[src/rtl/reg2reg_pkg.sv]
// reg2reg_pkg: op encodings and tree/stage sizing helpers for the reduction pipe
package reg2reg_pkg;
    localparam logic [1:0] OP_AND  = 2'b00;
    localparam logic [1:0] OP_OR   = 2'b01;
    localparam logic [1:0] OP_XOR  = 2'b10;
    localparam logic [1:0] OP_XNOR = 2'b11;

    function automatic int depth(input int w);
        return $clog2(w);
    endfunction

    function automatic int n_stages(input int d, input int l);
        return (d + l - 1) / l;
    endfunction

    // levels handled by reduction stage k (1-based); the last one may be short
    function automatic int stage_lvls(input int d, input int l, input int k);
        int rem;
        rem = d - (k - 1) * l;
        return rem < l ? rem : l;
    endfunction
endpackage

[src/rtl/reg2reg_pipe_stage.sv]
// reg2reg_pipe_stage: reduces LVLS tree levels combinationally, then registers
// the partial vector, op and valid under separate valid/data load enables.
module reg2reg_pipe_stage
    import reg2reg_pkg::*;
#(
    parameter int IW   = 2,
    parameter int LVLS = 1,
    parameter bit LAST = 1'b0,
    localparam int OW  = IW >> LVLS
) (
    input  logic          clk,
    input  logic          rst,
    input  logic          ld_i,
    input  logic          dl_i,
    input  logic          vld_i,
    input  logic [1:0]    op_i,
    input  logic [IW-1:0] d_i,
    output logic          vld_o,
    output logic [1:0]    op_o,
    output logic [OW-1:0] q_o
);
    logic [OW-1:0] red, q_d, q_q;
    logic [1:0]    op_q;
    logic          vld_q;

    if (LVLS == 0) begin : g_pass
        assign red = d_i;
    end else begin : g_tree
        for (genvar l = 0; l < LVLS; l++) begin : g_l
            localparam int N = IW >> (l + 1);
            logic [2*N-1:0] a;
            logic [N-1:0]   w;
            if (l == 0) begin : g_in
                assign a = d_i;
            end else begin : g_nx
                assign a = g_l[l-1].w;
            end
            // XNOR rides the tree as XOR; the inversion happens once at the end
            for (genvar j = 0; j < N; j++) begin : g_j
                assign w[j] = op_i == OP_AND ? a[2*j] & a[2*j+1] :
                              op_i == OP_OR  ? a[2*j] | a[2*j+1] :
                                               a[2*j] ^ a[2*j+1];
            end
        end
        assign red = g_l[LVLS-1].w;
    end

    assign q_d = (LAST && op_i == OP_XNOR) ? ~red : red;

    always_ff @(posedge clk or posedge rst) begin
        if (rst) begin
            vld_q <= 1'b0;
            op_q  <= '0;
            q_q   <= '0;
        end else begin
            if (ld_i) vld_q <= vld_i;
            if (dl_i) begin
                q_q  <= q_d;
                op_q <= op_i;
            end
        end
    end

    assign vld_o = vld_q;
    assign op_o  = op_q;
    assign q_o   = q_q;
endmodule

[src/rtl/reg2reg_reduce_pipe.sv]
// reg2reg_reduce_pipe: capture register plus S tree-reduction stages with a
// global stall, valid/ready handshake and a saturating delivered-result counter.
module reg2reg_reduce_pipe
    import reg2reg_pkg::*;
#(
    parameter int WIDTH       = 2,
    parameter int LVL_PER_STG = 1,
    parameter int CNT_W       = 8
) (
    input  logic             clk,
    input  logic             rst,
    input  logic             in_valid,
    output logic             in_ready,
    input  logic [WIDTH-1:0] in_data,
    input  logic [1:0]       in_op,
    output logic             out_valid,
    input  logic             out_ready,
    output logic             out_data,
    output logic [1:0]       out_op,
    output logic [CNT_W-1:0] res_cnt
);
    localparam int D = depth(WIDTH);
    localparam int S = n_stages(D, LVL_PER_STG);

    logic             adv;
    logic [CNT_W-1:0] cnt_d, cnt_q;

    assign adv      = !out_valid || out_ready;
    assign in_ready = adv;

    // stage 0 is the capture register (no levels); stages 1..S reduce
    for (genvar k = 0; k <= S; k++) begin : g_s
        localparam int SH = k == 0 ? 0 : (k - 1) * LVL_PER_STG;
        localparam int IW = WIDTH >> SH;
        localparam int LV = k == 0 ? 0 : stage_lvls(D, LVL_PER_STG, k);
        localparam int OW = IW >> LV;
        logic [IW-1:0] d;
        logic [1:0]    op_in;
        logic          v_in;
        logic [OW-1:0] q;
        logic [1:0]    op;
        logic          v;
        if (k == 0) begin : g_src
            assign d     = in_data;
            assign op_in = in_op;
            assign v_in  = in_valid;
        end else begin : g_chain
            assign d     = g_s[k-1].q;
            assign op_in = g_s[k-1].op;
            assign v_in  = g_s[k-1].v;
        end
        reg2reg_pipe_stage #(.IW(IW), .LVLS(LV), .LAST(k == S)) u_stg (
            .clk   (clk),
            .rst   (rst),
            .ld_i  (adv),
            .dl_i  (k == 0 ? adv && in_valid : adv),
            .vld_i (v_in),
            .op_i  (op_in),
            .d_i   (d),
            .vld_o (v),
            .op_o  (op),
            .q_o   (q)
        );
    end

    assign out_data  = g_s[S].q;
    assign out_op    = g_s[S].op;
    assign out_valid = g_s[S].v;

    assign cnt_d = (out_valid && out_ready && cnt_q != '1) ? cnt_q + 1'b1 : cnt_q;

    always_ff @(posedge clk or posedge rst) begin
        if (rst) cnt_q <= '0;
        else     cnt_q <= cnt_d;
    end

    assign res_cnt = cnt_q;
endmodule
[config.mk]
export PLATFORM = sky130hd
export DESIGN_NAME = reg2reg_reduce_pipe
export DESIGN_NICKNAME = d
export VERILOG_FILES = /design/src/rtl/reg2reg_pkg.sv /design/src/rtl/reg2reg_pipe_stage.sv /design/src/rtl/reg2reg_reduce_pipe.sv
export SDC_FILE = /design/constraint.sdc
export NUM_CORES = 1
export LEC_CHECK = 0
export CAP_MARGIN = 30
export CORE_UTILIZATION = 40
export DETAILED_ROUTE_END_ITERATION = 12
export GPL_TIMING_DRIVEN = 0
export PLACE_DENSITY = 0.68
export SETUP_SLACK_MARGIN = 0.3
export SYNTH_ARGS = -nofsm -noshare
export SYNTH_HDL_FRONTEND = slang
export SYNTH_SLANG_ARGS = --single-unit
[constraint.sdc]
create_clock -name clk -period 3 [get_ports clk]
set_input_delay 0.3 -clock clk [delete_from_list [all_inputs] [get_ports clk]]
set_output_delay 0.3 -clock clk [all_outputs]
set_load 0.01 [all_outputs]
; After elaboration in Yosys (flattened, before gate mapping)
; Cells that the tools add are included.
[classes]
n_addsub = 1
n_bitwise = 4
n_eq_ne = 3
n_reduce_logical = 6
mux = 3
[op_table]
columns = op, count
row1 = "adder 8 x 1 -> 8 bit, second input constant", 1
row2 = "!= test 8 bit, second input constant", 1
row3 = logical AND 1 bit, 3
row4 = two-way mux 1 bit, 3
row5 = "== test 2 x 1 -> 1 bit, second input constant", 1
row6 = "== test 2 bit, second input constant", 1
row7 = zero test 2 bit, 1
row8 = AND 1 bit, 1
row9 = zero test 1 bit, 1
row10 = logical OR 1 bit, 1
row11 = NOT 1 bit, 1
row12 = OR 1 bit, 1
row13 = bitwise XOR 1 bit, 1
[word_totals]
input_bits = 8
register_bits = 17

; Longest topological paths before layout
[depth]
ltp_word = 5
depth_mapped = 5
ltp_nobuf = 5

; Modules after synthesis
; From an unflattened synthesis, not the netlist that was laid out.
[unflattened]
hier_cells = 71
hier_area_um2 = 829.5
[modules_own_cells]
columns = module, instances, area_each_um2, cells_per_inst
row1 = reg2reg_reduce_pipe, 1, 427.9, 41
row2 = reg2reg_pipe_stage (g_s[1].u_stg), 1, 216.5, 19
row3 = reg2reg_pipe_stage (g_s[0].u_stg), 1, 185.2, 11

; Worst setup path before layout
; OpenSTA, ideal clock, no wires.
[synth_timing]
path_kind = register to register
from = register cnt_q[6], in the netlist res_cnt[6]
to = register cnt_q[1], in the netlist res_cnt[1]
slack_ns = 1.583
stages_incl_launch_ff = 5
path_buffers = 1
t_arrival_ns = 1.291
setup_ns = 0.125
cell_sequence = dfrtp_1 and4_4 buf_6 a41o_1 mux2_4
[synth_between]
elab_chain_len = 2
[synth_lines]
columns = item, line_no
row1 = from (decl), reg2reg_reduce_pipe.sv:26  ; logic [CNT_W-1:0] cnt_d, cnt_q;
row2 = from (signal assigned), reg2reg_reduce_pipe.sv:74  ; else cnt_q <= cnt_d;
row3 = != test 8 bit, reg2reg_reduce_pipe.sv:70  ; assign cnt_d = (out_valid && out_ready && cnt_q != '1) ? cnt_q + 1'b1 : cnt_q;
row4 = logical AND 1 bit, reg2reg_reduce_pipe.sv:70
; No other way between the ends.
; A chain may end at the register's enable or synchronous reset.

; Worst setup path after layout
[layout_timing]
from = input port out_ready
to = output port in_ready
[layout_between]
elab_chain_len = 1
[layout_lines]
columns = item, line_no
row1 = from (decl), reg2reg_reduce_pipe.sv:17  ; input logic out_ready,
row2 = logical OR 1 bit, reg2reg_reduce_pipe.sv:28  ; assign adv = !out_valid || out_ready;
row3 = to (decl), reg2reg_reduce_pipe.sv:13  ; output logic in_ready,
; No other way between the ends.

==> out/summary.txt <==
Status - complete, no violations
# setup viols final - 0
Gate Count Post-Synth - 74
Yosys cell types - 24
Max clock buf depth - 2
Post-CTS sizing - 0
Share of layout cells above drive strength 1 - 12.2%
Vias in the first global route - 569
Post-synthesis net count - 85
Max-slew violation count - 0
Final min period - 1.97 ns
DRT Pass-1 Iters - 4
Crit Path Class - input port to output port
Clk sinks - 17
Remaining global-route overflow - 0
Port Buf Inserts - 20
Vias post-DR - 596
Most common cell type on the critical path - clkdlybuf4s50_1
Die W - 47.1 um
Global route hottest layer - met2
Commonest non-fill, non-tap cell in the layout - clkdlybuf4s50_1
Most frequent cells in the layout - clkdlybuf4s50_1 (20), dfrtp_1 (17), nand2_1 (15), inv_1 (5), mux2_2 (5)
M3 GR Usage - 2.31%
Diodes inserted - 0
Num rows - 15
Grt met1 use - 21.4%
Yosys warning total - 0
Arrival time at the worst endpoint - 1.67 ns
GPL Wtd Cong - 0.778
Fmax - 508 MHz
Fin crit share - 65.6%
Ports - 21
Pin count of the biggest net entering global routing - 18
CTS Buf Count - 3
CTS root buf - clkbuf_4
Core region area - 1820 sq um
Final Hold Fails - 0
Sequential element share of the synthesized area - 52.3%
RSZ-0062 raised after global routing - false
Met2 Resource Use GR - 22.5%
Area Growth Syn to Fin - 31.7%
Hold Crit Class - input port to asynchronous set/reset pin
Crit-path leading delay family - buffers and inverters
Max Cap Viol - 0
Non-Filler Instances - 123
Total GRT Usage - 15.5%
Leakage - 0.484 nW
# DRC - 0
Fin Setup TNS - 0 ns
Critical path, cell by cell - clkdlybuf4s50_1 > nor2b_2 > inv_1 > clkdlybuf4s50_1
Post-CTS Setup Bufs - 0
Crit-path max cell delay - 0.50 ns
Post-Place Cells - 119
Final HPWL DP - 1.05 mm
CP endpoint kind - output port
Die area - 2220 sq um
Routed wire length - 1.43 mm
CP startpoint kind - input port
Final Skew - 0.00216 ns
Avg Synthesized Cell Area - 11.0 sq um
Worst Path Buf+Inv - 3
Initial Util - 44.7%
Tightest Pin Transition - 0.631 ns
Initial antenna violation count - 0
Worst-path maximum fanout - 6
Routed Antenna Nets - 0
#FFs+latches synth - 17
Pwr dens - 735 nW/um^2
VDD IR-drop max - 0.000482 V
Nets - 110
Worst path slowest cell - clkdlybuf4s50_1
Hold Buf Count CTS - 0
DR WL/cell - 11.6 um
Vias per inst - 4.85
Area of the mapped netlist - 813 sq um
CP required - 2.70 ns
Worst-Skew Late Latency - 0.29 ns
CTS tree - done
Clk pin slew, worst setup/hold paths - 0.10 ns
First-pass GRT wire length - 2.30 mm
Total power - 0.787 mW
Htree depth - 1
Starting DRT DRC Count - 18
Rel. slew slack - 57.9%
Die Ht - 47.1 um
final cells by class:
type / instances / area, sq um
multi-input cells: 51 / 358
clock buffers: 4 / 26.3
fillers: 173 / 749
inverters: 5 / 18.8
well taps: 25 / 31.3
repair buffers: 20 / 200
flip-flops and latches: 17 / 425
plain buffers: 1 / 11.3
logic make-up (layout without fill, tap and decap cells):
logic type,Yosys count,after routing,share of synthesized area (%)
AND/OR/NAND/NOR,29,29,17.7
flip-flops,17,17,52.3
multiplexers,8,8,11.2
AO/OA/AOI/OAI,7,7,6.16
buffers and inverters,6,30,3.69
XOR/XNOR,4,4,4.31
adder cells (fa/ha/maj),3,3,4.62
state kept, by name (all words and copies together) (netlist names):
register	cells
res_cnt	8
g_s.u_stg.op_o	4
g_s.u_stg.q_o	3
g_s.u_stg.vld_o	2
cell usage after synthesis:
master	n	area share [%]
dfrtp_1	17	52
nor3_1	3	1.8
xnor2_1	2	2.2
nand2b_1	1	0.77
nor2b_2	1	1.1
a211oi_1	1	0.92
a21boi_0	1	0.92
and2_1	1	0.77
ha_1	3	4.6
nor2b_1	2	1.5
nand2_1	15	6.9
nand3_1	3	1.8
o21bai_1	1	0.92
a41o_1	1	1.2
and4_4	1	1.4
mux2_2	5	6.9
o31ai_1	1	0.92
xor2_1	2	2.2
nor4_1	2	1.5
buf_6	1	1.4
mux2i_1	2	2.5
mux2_4	1	1.8
inv_1	5	2.3
a21oi_1	2	1.2
worst paths after layout:
kind	to	slack (ns)	cells past startpoint	startpoint
min	g_s[1].u_stg.vld_o	0.38	2	rst
max	in_ready	1.03	4	out_ready
min in group clk	g_s[1].u_stg.op_o[1]	0.47	2	g_s[1].u_stg.op_o[1]
max reg2reg	g_s[0].u_stg.q_o[0]	1.50	4	g_s[1].u_stg.vld_o
min reg2reg	g_s[1].u_stg.op_o[1]	0.47	2	g_s[1].u_stg.op_o[1]
max in group asynchronous	res_cnt[3]	2.22	2	rst
layer usage:
metal	routed length (um)	vias to the layer above
met3	52	5
met1	695	276
li1	-	300
met2	642	15
met5	0	-
met4	39	0
stage by stage:
stage	utilization (%)	area [sq um]	hold WS, ns	setup WS [ns]
after CTS	58.8	1070	0.400	1.01
after floorplan	-	813	0.226	1.58
after detailed placement	57.4	1040	0.458	1.01
after global routing	58.8	1070	0.460	0.949
after global placement	57.4	1040	0.454	1.03
final	58.8	1070	0.377	1.03
report_power, final:
part	switching [mW]	internal [mW]
Combinational	0.119	0.179
Clock	0.0716	0.0517
Sequential	0.0732	0.293
Total	0.264	0.523
Note: power is estimated with default switching activity, not from simulation.
